<file path="src/rtl/riscv_pkg.sv">
// Shared RV32I core definitions: the canonical NOP, the fetch FSM state encoding
// and the sequential PC increment.
package riscv_pkg;

    // addi x0, x0, 0
    localparam logic [31:0] NOP_INSTR = 32'h0000_0013;
    localparam int          PC_STEP   = 4;

    typedef enum logic [1:0] {
        IDLE = 2'd0,
        RUN  = 2'd1,
        TRAP = 2'd2
    } fetch_state_t;

endpackage

</file>
<file path="src/rtl/instr_fetch.sv">
// RV32I fetch stage: PC register, next-PC selection and IF/ID register with a valid/ready
// handshake to decode. Define FETCH_MISALIGN_CHECK_EN to trap on misaligned redirects.
module instr_fetch
    import riscv_pkg::*;
#(
    parameter int                    ADDR_WIDTH = 32,
    parameter int                    DATA_WIDTH = 32,
    parameter logic [ADDR_WIDTH-1:0] RESET_PC   = '0
) (
    input  logic                  clk,
    input  logic                  rst,
    input  logic                  fetch_en,
    output logic [ADDR_WIDTH-1:0] instr_addr,
    input  logic [DATA_WIDTH-1:0] instr,
    input  logic                  redirect_valid,
    input  logic [ADDR_WIDTH-1:0] redirect_pc,
    output logic                  out_valid,
    input  logic                  out_ready,
    output logic [DATA_WIDTH-1:0] out_instr,
    output logic [ADDR_WIDTH-1:0] out_pc
`ifdef FETCH_MISALIGN_CHECK_EN
    ,
    output logic                  misalign_fault
`endif
);

    fetch_state_t          state_reg, state_next;
    logic [ADDR_WIDTH-1:0] pc_reg, pc_next;
    logic                  out_valid_reg, out_valid_next;
    logic [DATA_WIDTH-1:0] out_instr_reg, out_instr_next;
    logic [ADDR_WIDTH-1:0] out_pc_reg, out_pc_next;
    logic [ADDR_WIDTH-1:0] redirect_target;
    logic                  advance;

`ifdef FETCH_MISALIGN_CHECK_EN
    logic fault_reg, fault_next;
    logic misaligned;

    assign misaligned      = (redirect_pc[1:0] != 2'b00);
    assign redirect_target = redirect_pc;
`else
    // Without the trap, the low address bits are simply dropped on load.
    assign redirect_target = redirect_pc & ~ADDR_WIDTH'(PC_STEP - 1);
`endif

    assign advance = !out_valid_reg || out_ready;

    always_comb begin
        state_next     = state_reg;
        pc_next        = pc_reg;
        out_valid_next = out_valid_reg;
        out_instr_next = out_instr_reg;
        out_pc_next    = out_pc_reg;
`ifdef FETCH_MISALIGN_CHECK_EN
        fault_next     = fault_reg;
`endif
        if (state_reg != TRAP && redirect_valid) begin
            // Redirect wins over capture; any entry accepted this cycle has already left.
            pc_next        = redirect_target;
            out_valid_next = 1'b0;
            out_instr_next = DATA_WIDTH'(NOP_INSTR);
            state_next     = (state_reg == RUN && fetch_en) ? RUN : IDLE;
`ifdef FETCH_MISALIGN_CHECK_EN
            if (misaligned) begin
                state_next = TRAP;
                fault_next = 1'b1;
            end
`endif
        end else if (state_reg == RUN) begin
            if (advance) begin
                out_instr_next = instr;
                out_pc_next    = pc_reg;
                out_valid_next = 1'b1;
                pc_next        = pc_reg + ADDR_WIDTH'(PC_STEP);
            end
            if (!fetch_en) begin
                state_next = IDLE;
            end
        end else if (state_reg == IDLE) begin
            // A leftover entry from RUN drains normally, but nothing new is captured.
            if (out_valid_reg && out_ready) begin
                out_valid_next = 1'b0;
            end
            if (fetch_en) begin
                state_next = RUN;
            end
        end
    end

    always_ff @(posedge clk) begin
        if (rst) begin
            state_reg     <= IDLE;
            pc_reg        <= RESET_PC;
            out_valid_reg <= 1'b0;
            out_instr_reg <= DATA_WIDTH'(NOP_INSTR);
            out_pc_reg    <= '0;
`ifdef FETCH_MISALIGN_CHECK_EN
            fault_reg     <= 1'b0;
`endif
        end else begin
            state_reg     <= state_next;
            pc_reg        <= pc_next;
            out_valid_reg <= out_valid_next;
            out_instr_reg <= out_instr_next;
            out_pc_reg    <= out_pc_next;
`ifdef FETCH_MISALIGN_CHECK_EN
            fault_reg     <= fault_next;
`endif
        end
    end

    assign instr_addr = pc_reg;
    assign out_valid  = out_valid_reg;
    assign out_instr  = out_instr_reg;
    assign out_pc     = out_pc_reg;
`ifdef FETCH_MISALIGN_CHECK_EN
    assign misalign_fault = fault_reg;
`endif

endmodule

</file>
<file path="config.mk">
export PLATFORM = sky130hd
export DESIGN_NAME = instr_fetch
export DESIGN_NICKNAME = d
export VERILOG_FILES = /design/src/rtl/riscv_pkg.sv /design/src/rtl/instr_fetch.sv
export SDC_FILE = /design/constraint.sdc
export NUM_CORES = 1
export LEC_CHECK = 0
export ABC_AREA = 1
export BUFFER_PORTS_ARGS = -buffer_cell sky130_fd_sc_hd__buf_2
export CAP_MARGIN = 20
export CELL_PAD_IN_SITES_DETAIL_PLACEMENT = 1
export CELL_PAD_IN_SITES_GLOBAL_PLACEMENT = 1
export CORE_ASPECT_RATIO = 0.7
export CORE_MARGIN = 2
export CORE_UTILIZATION = 36
export CTS_CLUSTER_DIAMETER = 80
export CTS_CLUSTER_SIZE = 20
export DETAILED_ROUTE_END_ITERATION = 10
export PLACE_DENSITY = 0.85
export SLEW_MARGIN = 0
export SYNTH_ARGS = -nofsm -noshare
export SYNTH_HDL_FRONTEND = slang
export SYNTH_SLANG_ARGS = --single-unit
</file>
<file path="constraint.sdc">
create_clock -name clk -period 3.6 [get_ports clk]
set_clock_uncertainty 0.1 [all_clocks]
set_input_delay 0.54 -clock clk [delete_from_list [all_inputs] [get_ports clk]]
set_output_delay 0.54 -clock clk [all_outputs]
set_load 0.02 [all_outputs]
</file>
Word level (Yosys, flattened, before mapping). Index checks and enable logic that the tools add are counted.

Bits in registers: 99. Latch bits: 0. RAM bits: 0. Memory bits (read-only): 0. Bits of input ports: 69. Output and inout port bits: 97. Word-level logic and storage cells: 43. Memories: 0.

$add $sub $neg: 1. $mul: 0. Div/mod/pow operators: 0. Magnitude comparators: 0. Eq/ne operators: 4. Shift-type cells: 0. Muxes and demuxes: 13. Bitwise operators: 1. Reduce and logical (&&, ||, !) cells: 18.

Operators with widths (number): 2-to-1 mux 32 bit (3); adder 32 x 3 -> 32 bit, second input constant (1); 2-to-1 mux 2 bit (5); AND reduction 3 bit (3); nonzero test 2 bit (4); nonzero test 3 bit (2); 2-to-1 mux 1 bit (5); inequality test 2 bit, second input constant (2); AND reduction 2 bit (2); logical AND 1 bit (3); inequality test 3 bit, second input constant (1); == test 2 x 1 -> 1 bit, second input constant (1); logical NOT 2 bit (1); OR reduction 2 bit (1); logical NOT 1 bit (1); logical OR 1 bit (1); NOT 1 bit (1).

Depth between registers and ports, before layout. Gate-level depths: netlist of run 1.

Depth after elaboration: 5. Depth in mapped cells: 11. Depth with buffers taken out: 11.

Worst setup path before layout of run 1. No wires, ideal clock.

Kind: register to register. Start: reg pc_reg[2] (netlist: instr_addr[2]). End: reg pc_reg[24] (netlist: instr_addr[24]). Library setup time: 0.110 ns. Arrival: 1.494 ns. Data required time: 3.390 ns. Path slack: 1.896 ns. Cell stages (with the launch flop): 11. Path buffers: 0. Period minus slack after synthesis: 1.704 ns. Cell sequence: dfxtp_1 > ha_1 > nand3_1 > nor2_1 > nand3_1 > nor2_1 > nand2_1 > nand2_1 > nand3b_1 > nand2_1 > inv_1.

Word-level cells in the longest chain between the ends: 4.

RTL lines: start, declared (RTL line instr_fetch.sv:28) `logic [ADDR_WIDTH-1:0] pc_reg, pc_next;`; start signal, assigned (RTL line instr_fetch.sv:102) `pc_reg <= pc_next;`; adder 32 x 3 -> 32 bit (RTL line instr_fetch.sv:74) `pc_next = pc_reg + ADDR_WIDTH'(PC_STEP);`; 2-to-1 mux 32 bit (RTL line instr_fetch.sv:70) `if (advance) begin`; 2-to-1 mux 32 bit (RTL line instr_fetch.sv:69) `end else if (state_reg == RUN) begin`; 2-to-1 mux 32 bit (RTL line instr_fetch.sv:57) `if (state_reg != TRAP && redirect_valid) begin`.

No other way between the ends. The select of a mux whose other input is x is not followed. A chain may end at the register's enable or synchronous reset.

Worst setup path after layout of run 1.
Start: reg out_valid_reg (netlist: out_valid). End: reg pc_reg[14] (netlist: instr_addr[14]).

Word-level cells in the longest chain between the ends: 4.

RTL lines: start, declared (RTL line instr_fetch.sv:29) `logic out_valid_reg, out_valid_next;`; start signal, assigned (RTL line instr_fetch.sv:103) `out_valid_reg <= out_valid_next;`; logical NOT 1 bit (RTL line instr_fetch.sv:46) `assign advance = !out_valid_reg || out_ready;`; logical OR 1 bit (RTL line instr_fetch.sv:46); nonzero test 2 bit (no line); AND reduction 2 bit (no line).

No other way between the ends.

==> metrics.txt, run 1 <==
status=completed; pwr dens=453 nW/µm²; Slew Limit Fails=0; worst-skew pair later-pin latency=0.35 ns; DRT Pass-1 Iters=5; Clk pin slew, worst setup/hold paths=0.06 ns; Top FF cell, synth=dfxtp_1; IO Pins=166; total negative slack=0 ns; die width=136 µm; Final Cell Area=5650 µm²; largest net degree at the start of global routing=52; Yosys top cell by area=dfxtp_1; CTS Sinks=94; vias per inst=5.10; sequential area share after synthesis=0.428; gr ovfl total=0; post-CTS setup buffers=0; DIE AREA=13100 µm²; antenna viol nets, final=0; top post-synthesis cells by area=dfxtp_1, nand2_1, nor2_1; Pleak=0.00275 µW; # nets final=861; GRT Util Overall=0.247; hold_sp=instr[4]; Placement Rows=33; actual slew at the worst max-slew pin=0.932 ns; Hold Path Cell Cnt=3; CP Capture Type=flip-flop; count of input and output buffers=159; per-cell routed wire length=16.6 µm; CTS Buf Count=9; NetSw=656 µW; synthesized flop and latch total=94; internal power=1900 µW; Worst Path Required=3.74 ns; DR iter-0 viols=240; Final setup viols=0; Netlist cell types=36; Comb pwr share=0.120; Worst R2R Setup Slack=1.32 ns; Total Power=2560 µW; hpwl dp=11.8 mm; relative max-transition margin=0.378; Core ar.=11800 µm²; Root Buffer=clkbuf_16; layout cells sized above 1=0.258; Post-Syn Area per Cell=6.83 µm²; initial antenna violation count=1; Post-DP Area=5300 µm²; RSZ-0062 raised after global routing=false; Area Growth Syn to Fin=28.5%; mapped cell area=4390 µm²; post-synthesis cell count=643; data arrival time of the worst path=2.43 ns; Achievable Freq=0.438 GHz; maximum vdd drop=0.243 mV; Post-route DRC=0; number of global-route vias before repair=4967; worst-case reg-to-reg path depth=8; max FFs per register=32; Post-synth EDFFs=0; Non-Filler Instances=953; placed cells=937; Fin. Hold Viols=0; worst hold path type=in2reg; asr flop ratio synth=0; GPL Wtd Cong=0.914; Crit Path Max Fanout=37; crit path time final=2.28 ns; CTS resizes=0; hold worst-path end=out_instr[4]; commonest cells after routing, fill and taps aside=buf_2, nand2_1, nor2_1, dfxtp_1, inv_1; global-route wire length before repair=25.1 mm; number of H-tree levels=3; Critical R2R Launch=out_valid; drt total wl=15.8 mm; yosys warns=0; Net Sw Frac=0.256; routed via count=4865; clock power share=0.440; CTS tree=yes; critical path launch point type=flip-flop; FF-to-FF End=instr_addr[14]; commonest non-fill, non-tap cell in the layout=buf_2; Final Cycle Share=0.634; top-area cell type share of the netlist area=0.428; Clock Path Buffers=2; critical path class=reg2reg; die height=96.4 µm; Starting Density=0.372; sequential power share=0.440; Max Cap Viol=0; # hold bufs at CTS=0; ant diodes=0
## power by group through the flow
stage	clock network, µW	registers (µW)	logic [µW]
6_report	1130	1130	307
5_1_grt	1190	1130	341
4_1_cts	1140	1120	309
3_5_place_dp	0	1150	306
3_3_place_gp	0	1140	294
2_1_floorplan	0	1190	137
## how the worst max path moves through the flow
stage / startpoint / end / cells after the start
6_report: out_valid / instr_addr[14] / 8
3_5_place_dp: out_ready / instr_addr[14] / 10
3_3_place_gp: out_ready / instr_addr[22] / 8
2_1_floorplan: instr_addr[2] / instr_addr[24] / 10
5_1_grt: out_valid / instr_addr[21] / 9
4_1_cts: out_valid / instr_addr[14] / 8
## worst max-delay path, stage by stage (launching register included)
cell	delay, ns
dfxtp_1	0.31
nand2_1	0.17
nand2_2	0.40
inv_2	0.67
nand2_1	0.22
nand3_1	0.12
o211ai_1	0.09
nand2_1	0.07
inv_1	0.04
## cell usage after synthesis (3+ instances only)
| cell type | count |
|---|---|
| nor2_1 | 125 |
| a31oi_1 | 7 |
| nand2_1 | 132 |
| nand3b_1 | 5 |
| o211a_1 | 3 |
| a21oi_1 | 25 |
| nor2_2 | 5 |
| inv_2 | 5 |
| dfxtp_1 | 94 |
| xor2_1 | 3 |
| clkbuf_1 | 13 |
| o211ai_1 | 4 |
| nand3_1 | 44 |
| nand2_2 | 4 |
| nor3_1 | 12 |
| a211oi_1 | 6 |
| inv_1 | 59 |
| nor2_4 | 4 |
| nand4_1 | 8 |
| buf_4 | 6 |
| o21ai_0 | 52 |
| buf_2 | 13 |
## stage by stage
stage	hold WS, ns	worst slack, ns	util
2_1_floorplan	0.399	1.90	-
3_3_place_gp	0.351	1.07	0.448
3_5_place_dp	0.369	0.980	0.448
4_1_cts	0.292	1.30	0.478
5_1_grt	0.303	1.09	0.478
6_report	0.298	1.32	0.478
## cell type report
type                    count  area (µm²)
clock buffers              13         260
clock inverters             3        90.1
fillers                  1592        6160
inverters                  66         250
multi-input cells         453        2110
flip-flops and latches     94        1880
well taps                 157         196
repair buffers            167         856
## cells by family (layout without fill, tap and decap cells)
group,Yosys count,count (layout),share of synthesized area
AND/OR/NAND/NOR,345,345,0.342
flip-flops,94,94,0.428
AO/OA/AOI/OAI,100,100,0.126
adder cells (fa/ha/maj),1,1,0.00285
XOR/XNOR,3,3,0.00598
buffers and inverters,99,249,0.0940
other,1,4,0.000853
## per-layer routing
layer	GRT usage	share of wire
met5	0	0
met4	0.0651	0.015
met3	0.0642	0.068
met2	0.412	0.46
met1	0.320	0.46
No activity file was read; power rests on OpenSTA's default activity.
==> run 2: changes to the inputs <==
CORE_UTILIZATION = 34   (was 36)
PLACE_DENSITY = 0.81   (was 0.85)
clock period = 2.25 ns   (was 3.6 ns; I/O delays follow)
==> metrics.txt, run 2 (synthesis results as in run 1) <==
Slew Limit Fails=0 (unchanged); Crit Path Max Fanout=5 (-86%); CTS Buf Count=9 (unchanged); global-route wire length before repair=25.6 mm (+1.8%); cell chain of the critical path=ha_1, nand3_1, nor2_1, nand3_1, nor2_1, nand2_1, nand2_1, nand3b_1, nand2_1, inv_1; per-cell routed wire length=16.7 µm (+0.30%); sequential power share=0.470 (+0.030); Largest delay share family, worst path=simple AND/OR/NAND/NOR gates; number of global-route vias before repair=4868 (-2.0%); CTS tree=yes; internal power=2810 µW (+48%); vias per inst=5.00 (-2.0%); ant diodes=0 (unchanged); GPL Wtd Cong=0.883 (-3.4%); hold_sp=instr[0]; Core ar.=12500 µm² (+5.9%); Critical R2R Launch=instr_addr[3]; post-CTS setup buffers=0 (unchanged); clock power share=0.399 (-0.041); crit path time final=1.91 ns (-0.374 ns); RSZ-0062 raised after global routing=false; gr ovfl total=0 (unchanged); worst hold path type=in2reg; Total Power=3830 µW (+50%); drt total wl=16.0 mm (+1.1%); critical path class=reg2reg; data arrival time of the worst path=2.05 ns (-0.38 ns); Pleak=0.00275 µW (about the same); Worst R2R Setup Slack=0.34 ns (-0.98 ns); status=completed; layout cells sized above 1=0.260 (+0.00279); Achievable Freq=0.524 GHz (+20%); Final Cell Area=5640 µm² (about the same); Root Buffer=clkbuf_16; die width=140 µm (+2.8%); maximum vdd drop=0.356 mV (+46%); Clk pin slew, worst setup/hold paths=0.06 ns (about the same); DIE AREA=13900 µm² (+5.7%); die height=99.1 µm (+2.8%); total negative slack=0 ns (unchanged); Clock Path Buffers=2 (unchanged); worst-skew pair later-pin latency=0.34 ns (about the same); count of input and output buffers=159 (unchanged); NetSw=1020 µW (+55%); CP bufs+invs=1 (-1); hold worst-path end=out_instr[0]; CTS resizes=0 (unchanged); Net Sw Frac=0.265 (+0.00894); Placement Rows=34 (+3.0%); routed via count=4806 (-1.2%); Comb pwr share=0.131 (+0.011); FF-to-FF End=instr_addr[24]; CP peak stage delay=0.41 ns (-0.26 ns); DR iter-0 viols=286 (+19%); number of H-tree levels=3 (unchanged); Critical Path Most Common Cell=nand2_1; routed wl met3=1.00 mm (-6.7%); Area Growth Syn to Fin=28.4% (about the same); met1 WL=7.61 mm (+3.9%); commonest cells after routing, fill and taps aside=buf_2, nand2_1, nor2_1, dfxtp_1, inv_1; initial antenna violation count=0 (-1); pwr dens=679 nW/µm² (+50%); Starting Density=0.351 (-0.0208); actual slew at the worst max-slew pin=0.530 ns (-0.402 ns); Post-DP Area=5350 µm² (+1.1%); Post-route DRC=0 (unchanged); CP Capture Type=flip-flop; relative max-transition margin=0.646 (+0.268); GRT Util Overall=0.232 (-0.0148); Hold Path Cell Cnt=3 (unchanged); Final Cycle Share=0.848 (+0.214); Final setup viols=0 (unchanged); Fin Hold WS=0.103 ns (-0.194 ns); met2 wire len=7.17 mm (-0.49%); # hold bufs at CTS=0 (unchanged); IO Pins=166 (unchanged); Final Util=0.451 (-0.0270); # nets final=866 (+0.58%); hpwl dp=12.2 mm (+3.5%); worst-case reg-to-reg path depth=10 (+2); CTS Sinks=94 (unchanged); largest net degree at the start of global routing=35 (-33%); antenna viol nets, final=0 (unchanged); max FFs per register=32 (unchanged); DRT Pass-1 Iters=7 (+2); commonest non-fill, non-tap cell in the layout=buf_2; critical path launch point type=flip-flop; Max Cap Viol=0 (unchanged); highest routed layer=met4; Worst Path Required=2.39 ns (-1.35 ns); Slowest cell on crit path=dfxtp_1; Fin. Hold Viols=0 (unchanged)
## run 2: power by group through the flow
stage               combinational (µW)  sequential, µW  clock [µW]
global route                       557            1810        1630
global placement                   482            1830           0
CTS                                504            1800        1570
finish                             502            1800        1530
detailed placement                 502            1840           0
floorplan                          219            1900           0
## run 2: area by class of cell
type | count | area, µm²
well taps | 162 | 203
clock inverters | 1 | 30.0
multi-input cells | 453 | 2110
fillers | 1663 | 6870
flip-flops and latches | 94 | 1880
clock buffers | 13 | 260
repair buffers | 172 | 906
inverters | 66 | 250
## run 2: worst max-delay path by stage
stage               slack (ns)  cells past startpoint           from             end
finish                    0.34                     10  instr_addr[3]  instr_addr[24]
global placement          0.42                     10  instr_addr[3]  instr_addr[24]
global route              0.10                     10  instr_addr[3]  instr_addr[24]
detailed placement        0.38                     10  instr_addr[3]  instr_addr[24]
floorplan                 0.55                     10  instr_addr[2]  instr_addr[24]
CTS                       0.35                     10  instr_addr[3]  instr_addr[24]
## run 2: stage by stage
step	instances	setup slack, ns
finish	961	0.343
global route	961	0.103
CTS	961	0.347
detailed placement	947	0.378
global placement	947	0.422
floorplan	646	0.546
## run 2: layer usage
metal / up-vias / global-route usage
met2: 143 / 0.363
met3: 17 / 0.0491
met4: 0 / 0.0638
li1: 2356 / -
met1: 2290 / 0.326
met5: - / 0
## run 2: tightest hold or removal path, delay by kind of cell
family | cells | cell delay [ns]
AND/OR/NAND/NOR | 2 | 0.10
buffers and inverters | 1 | 0.07
